### src/rtl/mul_sequencer_if.sv
// Handshake and operand bus between the instruction decoder and the
// iterative multiplier sequencer.
interface mul_sequencer_if #(
  parameter int WIDTH = 32
);
  logic             Start;
  logic             Flush;
  logic [WIDTH-1:0] SrcA;
  logic [WIDTH-1:0] SrcB;
  logic             Busy;
  logic             Done;
  logic             Stall;
  logic [WIDTH-1:0] Result;
  logic             FlagN;
  logic             FlagZ;

  modport master (
    output Start, Flush, SrcA, SrcB,
    input  Busy, Done, Stall, Result, FlagN, FlagZ
  );

  modport slave (
    input  Start, Flush, SrcA, SrcB,
    output Busy, Done, Stall, Result, FlagN, FlagZ
  );
endinterface

### src/rtl/mul_sequencer.sv
// Shift-add multiplier for MUL: one multiplier bit per RUN cycle, ending
// early once the remaining multiplier bits are all zero.
module mul_sequencer #(
  parameter int WIDTH = 32
) (
  input  logic          clk,
  input  logic          reset,
  mul_sequencer_if.slave bus
);

  typedef enum logic [1:0] {
    IDLE = 2'd0,
    RUN  = 2'd1,
    DONE = 2'd2
  } state_t;

  state_t           state_reg, state_next;
  logic [WIDTH-1:0] mcand_reg, mcand_next;
  logic [WIDTH-1:0] mplier_reg, mplier_next;
  logic [WIDTH-1:0] acc_reg, acc_next;
  logic [WIDTH-1:0] result_reg, result_next;
  logic             accept;

  always_ff @(posedge clk or negedge reset) begin
    if (!reset) begin
      state_reg  <= IDLE;
      mcand_reg  <= '0;
      mplier_reg <= '0;
      acc_reg    <= '0;
      result_reg <= '0;
    end else begin
      state_reg  <= state_next;
      mcand_reg  <= mcand_next;
      mplier_reg <= mplier_next;
      acc_reg    <= acc_next;
      result_reg <= result_next;
    end
  end

  assign accept = (state_reg == IDLE) || (state_reg == DONE);

  always_comb begin
    state_next  = state_reg;
    mcand_next  = mcand_reg;
    mplier_next = mplier_reg;
    acc_next    = acc_reg;
    result_next = result_reg;

    if (bus.Flush) begin
      state_next = IDLE;
    end else begin
      case (state_reg)
        IDLE, DONE: begin
          if (bus.Start) begin
            mcand_next  = bus.SrcA;
            mplier_next = bus.SrcB;
            acc_next    = '0;
            state_next  = RUN;
          end else begin
            state_next  = IDLE;
          end
        end
        RUN: begin
          // An exhausted multiplier means acc already holds the product.
          if (mplier_reg == '0) begin
            result_next = acc_reg;
            state_next  = DONE;
          end else begin
            if (mplier_reg[0]) begin
              acc_next = acc_reg + mcand_reg;
            end
            mcand_next  = mcand_reg << 1;
            mplier_next = mplier_reg >> 1;
          end
        end
        default: state_next = IDLE;
      endcase
    end
  end

  assign bus.Busy   = (state_reg == RUN);
  assign bus.Done   = (state_reg == DONE);
  assign bus.Stall  = bus.Busy | (bus.Start & accept);
  assign bus.Result = result_reg;
  assign bus.FlagN  = result_reg[WIDTH-1];
  assign bus.FlagZ  = (result_reg == '0);

endmodule
### src/flat_wrapper.sv
// flat-port wrapper written by rule: the top's interface ports become plain ports
module mul_sequencer_flat 
#(
  parameter int WIDTH = 32
)
  (clk, reset, bus_Start, bus_Flush, bus_SrcA, bus_SrcB, bus_Busy, bus_Done, bus_Stall, bus_Result, bus_FlagN, bus_FlagZ);
  mul_sequencer_if #(.WIDTH(WIDTH)) bus_i ();
  input  logic clk;
  input  logic reset;
  input wire logic [$bits(bus_i.Start)-1:0] bus_Start;
  input wire logic [$bits(bus_i.Flush)-1:0] bus_Flush;
  input wire logic [$bits(bus_i.SrcA)-1:0] bus_SrcA;
  input wire logic [$bits(bus_i.SrcB)-1:0] bus_SrcB;
  output wire logic [$bits(bus_i.Busy)-1:0] bus_Busy;
  output wire logic [$bits(bus_i.Done)-1:0] bus_Done;
  output wire logic [$bits(bus_i.Stall)-1:0] bus_Stall;
  output wire logic [$bits(bus_i.Result)-1:0] bus_Result;
  output wire logic [$bits(bus_i.FlagN)-1:0] bus_FlagN;
  output wire logic [$bits(bus_i.FlagZ)-1:0] bus_FlagZ;
  assign bus_i.Start = bus_Start;
  assign bus_i.Flush = bus_Flush;
  assign bus_i.SrcA = bus_SrcA;
  assign bus_i.SrcB = bus_SrcB;
  assign bus_Busy = bus_i.Busy;
  assign bus_Done = bus_i.Done;
  assign bus_Stall = bus_i.Stall;
  assign bus_Result = bus_i.Result;
  assign bus_FlagN = bus_i.FlagN;
  assign bus_FlagZ = bus_i.FlagZ;
  mul_sequencer #(.WIDTH(WIDTH)) u_core (.clk(clk), .reset(reset), .bus(bus_i));
endmodule
### config.mk
export PLATFORM = sky130hd
export DESIGN_NAME = mul_sequencer_flat
export DESIGN_NICKNAME = d
export VERILOG_FILES = /design/src/rtl/mul_sequencer_if.sv /design/src/rtl/mul_sequencer.sv /design/src/flat_wrapper.sv
export SDC_FILE = /design/constraint.sdc
export NUM_CORES = 1
export LEC_CHECK = 0
export CORE_MARGIN = 3
export CORE_UTILIZATION = 59
export DETAILED_ROUTE_END_ITERATION = 8
export PLACE_DENSITY_LB_ADDON = 0.2
export SETUP_SLACK_MARGIN = 0.02
export SYNTH_ARGS = -nofsm -noshare
export SYNTH_HDL_FRONTEND = slang
export SYNTH_SLANG_ARGS = --single-unit
export TNS_END_PERCENT = 5
### constraint.sdc
create_clock -name clk -period 6.7 [get_ports clk]
set_input_delay 1.34 -clock clk [delete_from_list [all_inputs] [get_ports clk]]
set_output_delay 1.34 -clock clk [all_outputs]
set_load 0.01 [all_outputs]
After elaboration in Yosys (flattened, before gate mapping)
Cells that the tools add are included.
{"block": "word_totals", "wordCells": 38, "out_inout_bits": 37, "in_bits": 68, "ff_bits": 130}
{"block": "classes", "eq_ne": 6, "addsub": 1, "mux": 14, "bitwise": 3, "reduce_logical": 9}
{"op": "32-bit two-way mux", "count": 7}
{"op": "32-bit one-hot mux with 2 select lines", "count": 3}
{"op": "32-bit logical NOT", "count": 2}
{"op": "32-bit adder", "count": 1}
{"op": "2-bit inequality test, second input constant", "count": 3}
{"op": "5-bit AND reduction", "count": 1}
{"op": "2-bit two-way mux", "count": 2}
{"op": "2-bit one-hot mux with 2 select lines", "count": 1}
{"op": "4-bit AND reduction", "count": 1}
{"op": "3-bit inequality test, second input constant", "count": 1}
{"op": "3-bit AND reduction", "count": 1}
{"op": "2-bit by 1-bit equality test with 1-bit output, second input constant", "count": 1}
{"op": "2-bit equality test, second input constant", "count": 1}
{"op": "2-bit logical NOT", "count": 1}
{"op": "2-bit nonzero test", "count": 1}
{"op": "2-bit OR reduction", "count": 1}
{"op": "1-bit AND", "count": 1}
{"op": "1-bit logical OR", "count": 1}
{"op": "1-bit two-way mux", "count": 1}
{"op": "1-bit inverter", "count": 1}
{"op": "1-bit OR", "count": 1}

Depth between registers and ports, before layout
{"block": "logic_depth", "depth_word": 4, "ltp_mapped": 11, "ltp_nobuf": 11}

Least setup slack after synthesis
No wires, ideal clock.
{"block": "synth_path", "path_kind": "in2out", "startpoint": "input port bus_Start", "endpoint": "output port bus_Stall", "n_path_buf": 0, "stages": 2, "slack_ns": 3.848, "required_ns": 5.360, "t_arrival_ns": 1.512, "cell_sequence": "nand2b_1 nand2_1"}
{"block": "synth_via", "elab_chain_cells": 2}
{"item": "from (decl)", "line": "flat_wrapper.sv:10", "source": "input wire logic [$bits(bus_i.Start)-1:0] bus_Start;"}
{"item": "1-bit AND", "line": "mul_sequencer.sv:83", "source": "assign bus.Stall = bus.Busy | (bus.Start & accept);"}
{"item": "1-bit OR", "line": "mul_sequencer.sv:83"}
{"item": "to (decl)", "line": "flat_wrapper.sv:16", "source": "output wire logic [$bits(bus_i.Stall)-1:0] bus_Stall;"}
Every way passes these cells.

Final worst setup path
Same ends and word-level chain as after synthesis.

==> metrics.md <==
| Metric | Value |
|---|---|
| Share of cells above drive strength 1 | 0.0656 |
| PwrDens | just under 300 nW/um^2 |
| Post-synth ARST share | 1.00 |
| Post-CTS sizing | 0 |
| Chip Height | 116 um |
| WL/cell | 16.6 um |
| Total die area | between 10000 and 15000 um^2 |
| Pre-antenna DRT Iters | 5 |
| Run status | complete, no violations |
| DRT antenna net count | 0 |
| Clk slew on worst S/H paths | roughly 50 ps |
| Library cells used by synthesis | 71 |
| Drt via density | slightly below 6 |
| Reg-to-reg startpoint | u_core.mplier_reg[4]$_DFFE_PN0P_ |
| GPL Wtd Cong | 0.950 |
| P&R area growth vs syn | 22.7% |
| Switch Pwr | around 0.82 mW |
| Top Layer Used | met4 |
| Hold Path Class | reg -> reg |
| CTS Root Cell | clkbuf_16 |
| Max Cap Viol | 0 |
| Max-Slew Margin vs Limit | 0.291 |
| Routed WL | 16800 um |
| #FFs+latches synth | 130 |
| Clock Sink Count | 130 |
| WHS | about 500 ps |
| Internal Power | 1.78 mW |
| CP Max Fanout | 3 |
| Hold_buf cts | 0 |
| Via count | 5928 |
| Core area | 11700 um^2 |
| FMAX | 259 MHz |
| Post-Syn Area | 7180 um^2 |
| TritonCTS Buffers | 17 |
| Rows | 39 |
| Final WS setup | 2840 ps |
| Critical Path Sink | bus_Stall |
| Worst-Skew Late Latency | roughly 420 ps |
| Met2 wire len | 7620 um |
| Worst EP arrival | 2520 ps |
| Hpwl dp | around 12000 um |
| Vias in the first global route | 5805 |
| M1 WL | about 7700 um |
| Register area share after synthesis | 0.453 |
| Leak | 4.10 nW |
| Initial DRC Count | 384 |
| Largest net degree at the start of global routing | 130 |
| Switching share of total power | 0.316 |
| Launch point of the worst path | bus_Start |
| R2r endpoint | u_core.bus.Result[2]$_DFFE_PN0P_ |
| GRT Total Usage | 0.261 |
| Grt ovf | 0 |
| Total negative slack | 0 ps |
| CP Data Required Time | approximately 5400 ps |
| Tightest Pin Transition | 1060 ps |
| Period utilisation layout | 0.576 |
| TritonCTS clock tree | yes |
| Number of flops mapped to enable cells by yosys | 0 |
| Final core utilization | 0.756 |
| Synth Net Count | 871 |
| Port Buffers | between 100 and 150 |
| Most common cell after layout, fill and taps aside | nand2_1 |
| Critical Path End Type | output port |
| Main synth FF type | dfrtp_1 |
| Total power | 2.60 mW |
| Max Slew Vio Count | 0 |
| FF-to-FF setup slack | approximately 3200 ps |
| Hold Path Depth | 2 |
| RSZ-0062 raised after global routing | no |
| Global-route wire length before repair | between 20000 and 30000 um |
| Depth of the most critical reg-to-reg path | 7 |
| Sequential Power Share | 0.401 |
| Final Skew | 5.22 ps |
| Commonest cells after routing, fill and taps aside | nand2_1 (204), dfrtp_1 (130), clkdlybuf4s50_1 (103) |
| Yosys warning total | 0 |
| Met3 wire length | 1240 um |
| Cells after synthesis | a little under 800 |
| Clock power frac | 0.344 |
| Setup Viol. Count Final | 0 |
| Initial core utilization | 0.616 |
| Total I/O pin count | about 110 |
| Fin nets | 957 |
| Die Span X | 116 um |
| Syn Area/Cell | 9.32 um^2 |
| Dpl ws | 2660 ps |
| CTS max path bufs | 2 |
| Antenna violations before repair | 0 |
| # DRC | 0 |
| Antenna cells | 0 |
| Peak supply drop | 0.000184 V |
| Min cycle time layout | approximately 3900 ps |
| Fin. Hold Viols | 0 |
| Comb pwr share | 0.255 |
| Postcts setup bufs | 0 |
| Crit Path Class | in -> out |
| Worst setup SP type | input port |
| H-tree levels | 4 |
-- layer usage --
metal | track usage | vias to the layer above
met5 | 0 | -
met4 | 0.0982 | 0
met3 | 0.0653 | 25
met2 | 0.401 | 207
met1 | 0.361 | 2807
li1 | - | 2889
-- layout make-up --
class | instances | area [um^2]
clock buffers | 27 | 533
clock inverters | 4 | 45.0
fillers | 821 | 2850
inverters | 13 | 48.8
multi-input cells | 588 | 3700
flip-flops and latches | 130 | 3250
well taps | 143 | 179
repair buffers | 107 | 1060
-- synthesized netlist by cell type, drive strengths merged (13+ instances only) --
cell type	instances	area (um^2)
nand2	204	766
dfrtp	130	3250
o21ai	100	519
mux2i	62	621
ha	31	388
a21oi	25	140
clkbuf	21	80.1
buf	19	111
nor2	19	71.3
nor4	18	119
a21o	15	115
inv	13	48.8
xor2	13	114
-- power groups by stage --
stage          Clock, mW  Sequential [mW]  Combinational, mW
2_1_floorplan          0            0.998              0.509
3_3_place_gp           0             1.04              0.625
3_5_place_dp           0             1.05              0.654
4_1_cts            0.902             1.04              0.660
5_1_grt            0.935             1.06              0.741
6_report           0.893             1.04              0.663
-- kinds of logic after synthesis --
kind of cell    count (synthesis)  synth area share
simple gates                  282             0.170
compound gates                189             0.173
flops                         130             0.453
mux                            62            0.0864
buf+inv                        53            0.0334
fa+ha+maj                      32            0.0568
xor+xnor                       23            0.0280
-- metrics by stage --
stage	instances	cell area, um^2
floorplan	771	7180
global placement	981	8240
detailed placement	981	8240
CTS	1012	8820
global route	1012	8820
finish	1012	8820
-- worst min-delay path by stage --
stage / end / slack [ps] / start
final: u_core.bus.Result[25]$_DFFE_PN0P_ / 500 / u_core.bus.Result[25]$_DFFE_PN0P_
after global routing: u_core.acc_reg[10]$_DFFE_PN0P_ / 530 / u_core.acc_reg[10]$_DFFE_PN0P_
after detailed placement: u_core.bus.Result[25]$_DFFE_PN0P_ / 490 / u_core.bus.Result[25]$_DFFE_PN0P_
after floorplan: u_core.bus.Result[0]$_DFFE_PN0P_ / 470 / u_core.acc_reg[0]$_DFFE_PN0P_
after global placement: u_core.bus.Result[20]$_DFFE_PN0P_ / 490 / u_core.bus.Result[20]$_DFFE_PN0P_
after CTS: u_core.bus.Result[25]$_DFFE_PN0P_ / 510 / u_core.bus.Result[25]$_DFFE_PN0P_
-- worst max-delay path, stage by stage --
cell and delay [ps]:
clkdlybuf4s50_1 450, nand2b_1 90, nand2_1 80, clkdlybuf4s50_1 550
Power figures use the tool's default switching activity.
